--- src/rtl/seq_shift_add_mult_if.sv ---
// Operand/product handshake bundle for seq_shift_add_mult.
// The master drives operands and out_ready; the slave is the multiplier.
interface seq_shift_add_mult_if #(
    parameter int WIDTH = 4
);
    logic                 in_valid;
    logic                 in_ready;
    logic [WIDTH-1:0]     a;
    logic [WIDTH-1:0]     b;
    logic                 out_valid;
    logic                 out_ready;
    logic [2*WIDTH-1:0]   product;
    logic                 busy;

    modport master (
        output in_valid, a, b, out_ready,
        input  in_ready, out_valid, product, busy
    );

    modport slave (
        input  in_valid, a, b, out_ready,
        output in_ready, out_valid, product, busy
    );
endinterface

--- src/rtl/seq_shift_add_mult.sv ---
// WIDTH x WIDTH sequential shift-add multiplier, one multiplier bit per clock.
// Define SIGNED_MULT_EN for two's-complement operands; default is unsigned.
module seq_shift_add_mult #(
    parameter int WIDTH = 4
) (
    input  logic                 clk,
    input  logic                 rst_n,
    seq_shift_add_mult_if.slave  bus
);
    localparam int CW = $clog2(WIDTH + 1);

    typedef enum logic [1:0] {
        ST_IDLE = 2'd0,
        ST_RUN  = 2'd1,
        ST_DONE = 2'd2
    } state_t;

    state_t               state_r;
    state_t               state_next_s;
    logic [WIDTH-1:0]     mcand_r;
    logic [2*WIDTH:0]     acc_r;
    logic [2*WIDTH:0]     acc_next_s;
    logic [WIDTH:0]       hi_s;
    logic [CW-1:0]        cnt_r;
    logic                 last_s;
    logic                 accept_s;
    logic                 in_ready_r;
    logic                 out_valid_r;
    logic                 busy_r;
    logic [2*WIDTH-1:0]   product_r;

    assign last_s   = (cnt_r == CW'(WIDTH - 1));
    assign accept_s = bus.in_valid && in_ready_r;

    // Next-state decode for the IDLE -> RUN -> DONE sequence.
    always_comb begin
        state_next_s = state_r;
        case (state_r)
            ST_IDLE: begin
                if (accept_s) state_next_s = ST_RUN;
                else          state_next_s = ST_IDLE;
            end
            ST_RUN: begin
                if (last_s) state_next_s = ST_DONE;
                else        state_next_s = ST_RUN;
            end
            ST_DONE: begin
                if (bus.out_ready) state_next_s = ST_IDLE;
                else               state_next_s = ST_DONE;
            end
            default: state_next_s = ST_IDLE;
        endcase
    end

    // One partial-product step: conditional add into the upper half, then shift right.
    always_comb begin
        hi_s = acc_r[2*WIDTH:WIDTH];
`ifdef SIGNED_MULT_EN
        // The multiplier's sign bit carries negative weight, so the last step subtracts.
        if (acc_r[0]) begin
            if (last_s) hi_s = acc_r[2*WIDTH:WIDTH] - {mcand_r[WIDTH-1], mcand_r};
            else        hi_s = acc_r[2*WIDTH:WIDTH] + {mcand_r[WIDTH-1], mcand_r};
        end else begin
            hi_s = acc_r[2*WIDTH:WIDTH];
        end
        acc_next_s = {hi_s[WIDTH], hi_s, acc_r[WIDTH-1:1]};
`else
        if (acc_r[0]) hi_s = {1'b0, acc_r[2*WIDTH-1:WIDTH]} + {1'b0, mcand_r};
        else          hi_s = acc_r[2*WIDTH:WIDTH];
        acc_next_s = {1'b0, hi_s, acc_r[WIDTH-1:1]};
`endif
    end

    // State register with handshake flags registered from the next state.
    always_ff @(posedge clk or negedge rst_n) begin
        if (!rst_n) begin
            state_r     <= ST_IDLE;
            in_ready_r  <= 1'b1;
            out_valid_r <= 1'b0;
            busy_r      <= 1'b0;
        end else begin
            state_r     <= state_next_s;
            in_ready_r  <= (state_next_s == ST_IDLE);
            out_valid_r <= (state_next_s == ST_DONE);
            busy_r      <= (state_next_s == ST_RUN);
        end
    end

    // Operand capture, shift-add datapath and product latch on entry to DONE.
    always_ff @(posedge clk or negedge rst_n) begin
        if (!rst_n) begin
            mcand_r   <= {WIDTH{1'b0}};
            acc_r     <= {(2*WIDTH+1){1'b0}};
            cnt_r     <= {CW{1'b0}};
            product_r <= {(2*WIDTH){1'b0}};
        end else begin
            case (state_r)
                ST_IDLE: begin
                    if (accept_s) begin
                        mcand_r <= bus.a;
                        acc_r   <= {{(WIDTH+1){1'b0}}, bus.b};
                        cnt_r   <= {CW{1'b0}};
                    end
                end
                ST_RUN: begin
                    acc_r <= acc_next_s;
                    cnt_r <= cnt_r + CW'(1);
                    if (last_s) product_r <= acc_next_s[2*WIDTH-1:0];
                end
                ST_DONE: begin
                    acc_r <= acc_r;
                end
                default: begin
                    acc_r <= {(2*WIDTH+1){1'b0}};
                end
            endcase
        end
    end

    assign bus.in_ready  = in_ready_r;
    assign bus.out_valid = out_valid_r;
    assign bus.busy      = busy_r;
    assign bus.product   = product_r;
endmodule
--- src/flat_wrapper.sv ---
// flat-port wrapper written by rule: the top's interface ports become plain ports
module seq_shift_add_mult_flat 
#(
    parameter int WIDTH = 4
)
  (clk, rst_n, bus_in_valid, bus_a, bus_b, bus_out_ready, bus_in_ready, bus_out_valid, bus_product, bus_busy);
  seq_shift_add_mult_if #(.WIDTH(WIDTH)) bus_i ();
  input  logic clk;
  input  logic rst_n;
  input wire logic [$bits(bus_i.in_valid)-1:0] bus_in_valid;
  input wire logic [$bits(bus_i.a)-1:0] bus_a;
  input wire logic [$bits(bus_i.b)-1:0] bus_b;
  input wire logic [$bits(bus_i.out_ready)-1:0] bus_out_ready;
  output wire logic [$bits(bus_i.in_ready)-1:0] bus_in_ready;
  output wire logic [$bits(bus_i.out_valid)-1:0] bus_out_valid;
  output wire logic [$bits(bus_i.product)-1:0] bus_product;
  output wire logic [$bits(bus_i.busy)-1:0] bus_busy;
  assign bus_i.in_valid = bus_in_valid;
  assign bus_i.a = bus_a;
  assign bus_i.b = bus_b;
  assign bus_i.out_ready = bus_out_ready;
  assign bus_in_ready = bus_i.in_ready;
  assign bus_out_valid = bus_i.out_valid;
  assign bus_product = bus_i.product;
  assign bus_busy = bus_i.busy;
  seq_shift_add_mult #(.WIDTH(WIDTH)) u_core (.clk(clk), .rst_n(rst_n), .bus(bus_i));
endmodule
--- config.mk ---
export PLATFORM = sky130hd
export DESIGN_NAME = seq_shift_add_mult_flat
export DESIGN_NICKNAME = d
export VERILOG_FILES = /design/src/rtl/seq_shift_add_mult_if.sv /design/src/rtl/seq_shift_add_mult.sv /design/src/flat_wrapper.sv
export SDC_FILE = /design/constraint.sdc
export NUM_CORES = 1
export LEC_CHECK = 0
export CORE_ASPECT_RATIO = 0.8
export CORE_MARGIN = 5
export CORE_UTILIZATION = 60
export DETAILED_ROUTE_END_ITERATION = 10
export DONT_BUFFER_PORTS = 1
export PLACE_DENSITY = 0.76
export SYNTH_ARGS = -nofsm -noshare
export SYNTH_HDL_FRONTEND = slang
export SYNTH_SLANG_ARGS = --single-unit
--- constraint.sdc ---
create_clock -name clk -period 2.1 [get_ports clk]
set_clock_uncertainty 0.2 [all_clocks]
set_input_delay 0.315 -clock clk [delete_from_list [all_inputs] [get_ports clk]]
set_output_delay 0.315 -clock clk [all_outputs]
set_load 0.02 [all_outputs]
**Yosys cells after proc, flatten, opt, wreduce, memory -nomap -nowiden**

Cells that the tools add are included.

- Bits in registers: 29
- Input bits: 12
- Output and inout bits: 11

- Add/sub/neg operators: 2
- Eq/ne operators: 6
- Mux-type cells: 9
- Bitwise logic cells: 1
- Reduce and logical (&&, ||, !) cells: 8

Operators by type and width:

| operator | count |
|---|---|
| one-hot mux 9 bit (3 select lines) | 1 |
| two-way mux 9 bit | 1 |
| AND reduction 2 bit | 4 |
| one-hot mux 2 bit (3 select lines) | 1 |
| one-hot mux 3 bit (2 select lines) | 1 |
| adder 4 x 4 -> 5 bit | 1 |
| two-way mux 5 bit | 1 |
| == test 2 x 1 -> 1 bit (second input constant) | 2 |
| == test 2 bit (second input constant) | 2 |
| logical NOT 2 bit | 2 |
| two-way mux 2 bit | 2 |
| adder 3 x 1 -> 3 bit (second input constant) | 1 |
| == test 3 x 2 -> 1 bit (second input constant) | 1 |
| two-way mux 3 bit | 1 |
| inequality test 2 x 1 -> 1 bit (second input constant) | 1 |
| nonzero test 2 bit | 1 |
| logical AND 1 bit | 1 |
| two-way mux 1 bit | 1 |
| inverter 1 bit | 1 |

**Longest topological paths before layout**

- Depth in word-level cells: 4
- Mapped depth: 6
- Gate-level depth less buffers: 6

**Least setup slack after synthesis**

No wires, ideal clock.

- Path kind: reg2reg
- From: register u_core.acc_r[6]
- To: register u_core.product_r[6], in the netlist u_core.bus.product[6]
- Arrival: 1.478 ns
- Path slack: 0.295 ns
- Stages on the path, launching flop included: 6
- Clock period less this slack: 1.805 ns
- Cells stage by stage: dfrtp_1 -> ha_1 -> and3_4 -> or3_1 -> a31oi_1 -> o21ai_0

- Longest elaborated chain between the ends: 2

RTL lines:

| element | RTL line | source |
|---|---|---|
| from (decl) | seq_shift_add_mult.sv:21 | `logic [2*WIDTH:0] acc_r;` |
| from (signal assigned) | seq_shift_add_mult.sv:93 | `acc_r <= {(2*WIDTH+1){1'b0}};` |
| from (signal assigned) | seq_shift_add_mult.sv:101 | `acc_r <= {{(WIDTH+1){1'b0}}, bus.b};` |
| from (signal assigned) | seq_shift_add_mult.sv:106 | `acc_r <= acc_next_s;` |
| adder 4 x 4 -> 5 bit | seq_shift_add_mult.sv:68 | `if (acc_r[0]) hi_s = {1'b0, acc_r[2*WIDTH-1:WIDTH]} + {1'b0, mcand_r};` |
| two-way mux 5 bit | seq_shift_add_mult.sv:68 |  |
| to (signal assigned) | seq_shift_add_mult.sv:95 | `product_r <= {(2*WIDTH){1'b0}};` |
| to (signal assigned) | seq_shift_add_mult.sv:108 | `if (last_s) product_r <= acc_next_s[2*WIDTH-1:0];` |
| to (decl) | seq_shift_add_mult.sv:30 | `logic [2*WIDTH-1:0] product_r;` |

No other way between the ends.
A chain may end at the register's enable or synchronous reset.

**Worst setup path in the final report**

Ends and elaborated chain as after synthesis.

==> impl_metrics.json <==
{
  "start_util_pct": 60.89,
  "post-route-period-util_pct": 92.82,
  "critPathLaunchType": "flip-flop",
  "cts_tree": "built",
  "crit_chain": "ha_1 -> a21o_2 -> or3_1 -> a31oi_1 -> o21ai_0",
  "antenna_found_initial": 0,
  "n_antenna_cell": 0,
  "detail_route.wl_per_cell_um": 15.62,
  "layout_setup_ws_ps": 150.9,
  "yosys_warnings": 0,
  "path_class": "flip-flop to flip-flop",
  "synth_top_area_share_pct": 52.79,
  "hold_viol": 0,
  "fill_cells": 160,
  "cts_sinks": 28,
  "postCtsSetupRepairBufs": 0,
  "hp-class": "input port to flip-flop",
  "grt_start_max_net_pins": 29,
  "cpPeakStageDelay_ps": 430,
  "p_leak_uw": 0.0006829,
  "ys_ff_latch": 28,
  "route.antenna.remaining_nets": 0,
  "max-slew-margin-rel_pct": 77.24,
  "utilization_pct": 69.11,
  "core_area_um2": 2102,
  "syn-num-nets": 130,
  "end_kind": "flip-flop",
  "maxCapViolCount": 0,
  "synth_edf_count": 0,
  "pre_cts_ws_ps": 166.8,
  "cts_max_path_buffers": 2,
  "required_ps": 2130,
  "synth_area_um2": 1280,
  "die_h_um": 51.31,
  "p_per_area_nw_per_um2": 1495,
  "cp_max_fo": 4,
  "first_pass_iters": 4,
  "setup_violations": 0,
  "drc": 0,
  "worst_pin_slew_ps": 339.5,
  "die-width_um": 61.64,
  "track_usage_pct": 16.00,
  "vias_per_cell": 5.655,
  "fmax_mhz": 513.1,
  "grt_pass1_wl_mm": 3.705,
  "dp_hpwl_mm": 1.745,
  "cts_hold_buf": 10,
  "area_delta_synth_final_pct": 13.49,
  "ys_types": 26,
  "cts_buffers": 3,
  "worstPathArrival_ps": 1980,
  "async_flop_share_pct": 100.0,
  "seq_area_frac_synth_pct": 54.84,
  "path_buf_inv": 0,
  "synth_area_leader_cell": "dfrtp_1",
  "cpLargestDelayFamily": "compound AO/OA/AOI/OAI gates",
  "port_buffers": 0,
  "design_area_um2": 1453,
  "fin_crit_ps": 1949,
  "syn_avg_cell_area_um2": 11.53,
  "rsz0062_at_grt": "no",
  "status": "completed",
  "clkTransAtPathRegs_ps": 140,
  "vias": 837,
  "htreeDepth": 1,
  "dieArea_um2": 3163,
  "first_iter_violations": 23,
  "final-max-slew-violation-count": 0,
  "gp_congestion": 0.8727,
  "overflow": 0,
  "critPathSlowestCell": "dfrtp_1",
  "ir_drop_mv": 1.132,
  "grt_pass1_vias": 813,
  "route.final.wire_length_mm": 2.312,
  "synthCells": 111,
  "io-pin-count": 23,
  "rows": 15,
  "synth_ff_type": "dfrtp_1",
  "synthTopCellsByArea": "dfrtp_1 53%, mux2_2 7.9%, ha_1 5.9%",
  "setup-tns-final_ps": 0,
  "cts_resized": 0,
  "dpl_cell_area_um2": 1306,
  "drive_gt1_share_pct": 17.89,
  "final_nets": 143,
  "root_buffer": "clkbuf_4",
  "clk-insertion-delay-late_ps": 330
}
-- registers in the layout, summed over array words and instances, names as in the netlist --
register              count
u_core.mcand_r            4
u_core.bus.out_valid      1
u_core.bus.in_ready       1
u_core.bus.product        8
u_core.cnt_r              3
u_core.bus.busy           1
u_core.acc_r              8
u_core.state_r            2
-- per-stage QoR --
stage,total power [uW],hold slack (ps),cells
6_report,2172,20.82,148
5_1_grt,2345,60.69,148
2_1_floorplan,1699,-180.6,111
3_5_place_dp,1904,-179.7,134
4_1_cts,2185,8.912,148
3_3_place_gp,1853,-179.8,134
-- cells by family (layout without fill, tap and decap cells) --
group / Yosys count / in the layout / synth area share [%]
muxes: 14 / 14 / 11.83
and+or+nand+nor: 31 / 31 / 11.14
buffers and inverters: 6 / 18 / 2.444
adders and majority gates: 7 / 7 / 7.429
AOI/OAI and AO/OA: 24 / 24 / 11.63
DFF: 28 / 28 / 54.84
xor gates and xnor gates: 1 / 1 / 0.6844
-- path summary, 6_finish.rpt --
check                                      from                     to  slack (ps)  cells past startpoint
worst max-delay path            u_core.acc_r[6]  u_core.bus.product[6]         150                      5
worst min-delay path                   bus_b[3]        u_core.acc_r[3]          20                      2
worst max register to register  u_core.acc_r[6]  u_core.bus.product[6]         150                      5
min in group asynchronous                 rst_n        u_core.acc_r[2]         200                      2
max in group asynchronous                 rst_n    u_core.bus.in_ready        1250                      2
worst min register to register  u_core.acc_r[3]        u_core.acc_r[3]         320                      2
-- where the power goes --
group	switching, uW	leakage, uW	internal [uW]	total (uW)
clock	146	0.0000210	106	252
combinational	439	0.000309	399	838
sequential	297	0.000353	785	1080
-- layout make-up --
type                       count  area, um^2  share of cell area (%)
inverter                       1       3.754                  0.2584
clock buffer                   4       36.28                   2.498
multi-input combinational     77       546.8                   37.64
tap                           25       31.28                   2.153
sequential                    28       701.9                   48.32
timing repair buffer          13       132.6                   9.130
-- Yosys cell counts, types with 2 or more instances --
cell type	count
ha_1	6
buf_2	4
nor2b_1	2
a22o_1	2
mux2i_1	5
o21ai_0	14
mux2_2	9
o31ai_1	3
nand2_1	20
nor2_1	4
dfrtp_1	27
-- layer usage --
| layer | wire length [um] | global-route usage (%) | share of wire (%) |
|---|---|---|---|
| met1 | 1070 | 21.23 | 46 |
| met2 | 1063 | 25.78 | 46 |
| met3 | 163 | 4.798 | 7.1 |
| met4 | 14 | 3.180 | 0.61 |
| met5 | 0 | 0 | 0 |
-- cell usage in the layout (no fill, tap or decap) --
cell            n
ha_1            6
or2_1           1
xnor2_1         1
nor2_1          4
and3_4          1
a22o_1          2
clkbuf_8        1
a21o_2          1
buf_12          1
nand2b_1        1
o31ai_1         3
o21ai_0        14
a21oi_1         1
nor3_2          1
mux2i_1         5
dfrtp_1        27
a31oi_1         1
nand2_1        20
o21ba_2         1
o2bb2ai_1       1
nor2b_1         2
dfstp_2         1
clkbuf_4        3
or3_1           1
dlygate4sd3_1   9
inv_1           1
mux2_2          9
buf_4           3
fa_1            1
No activity file was read; power rests on OpenSTA's default activity.
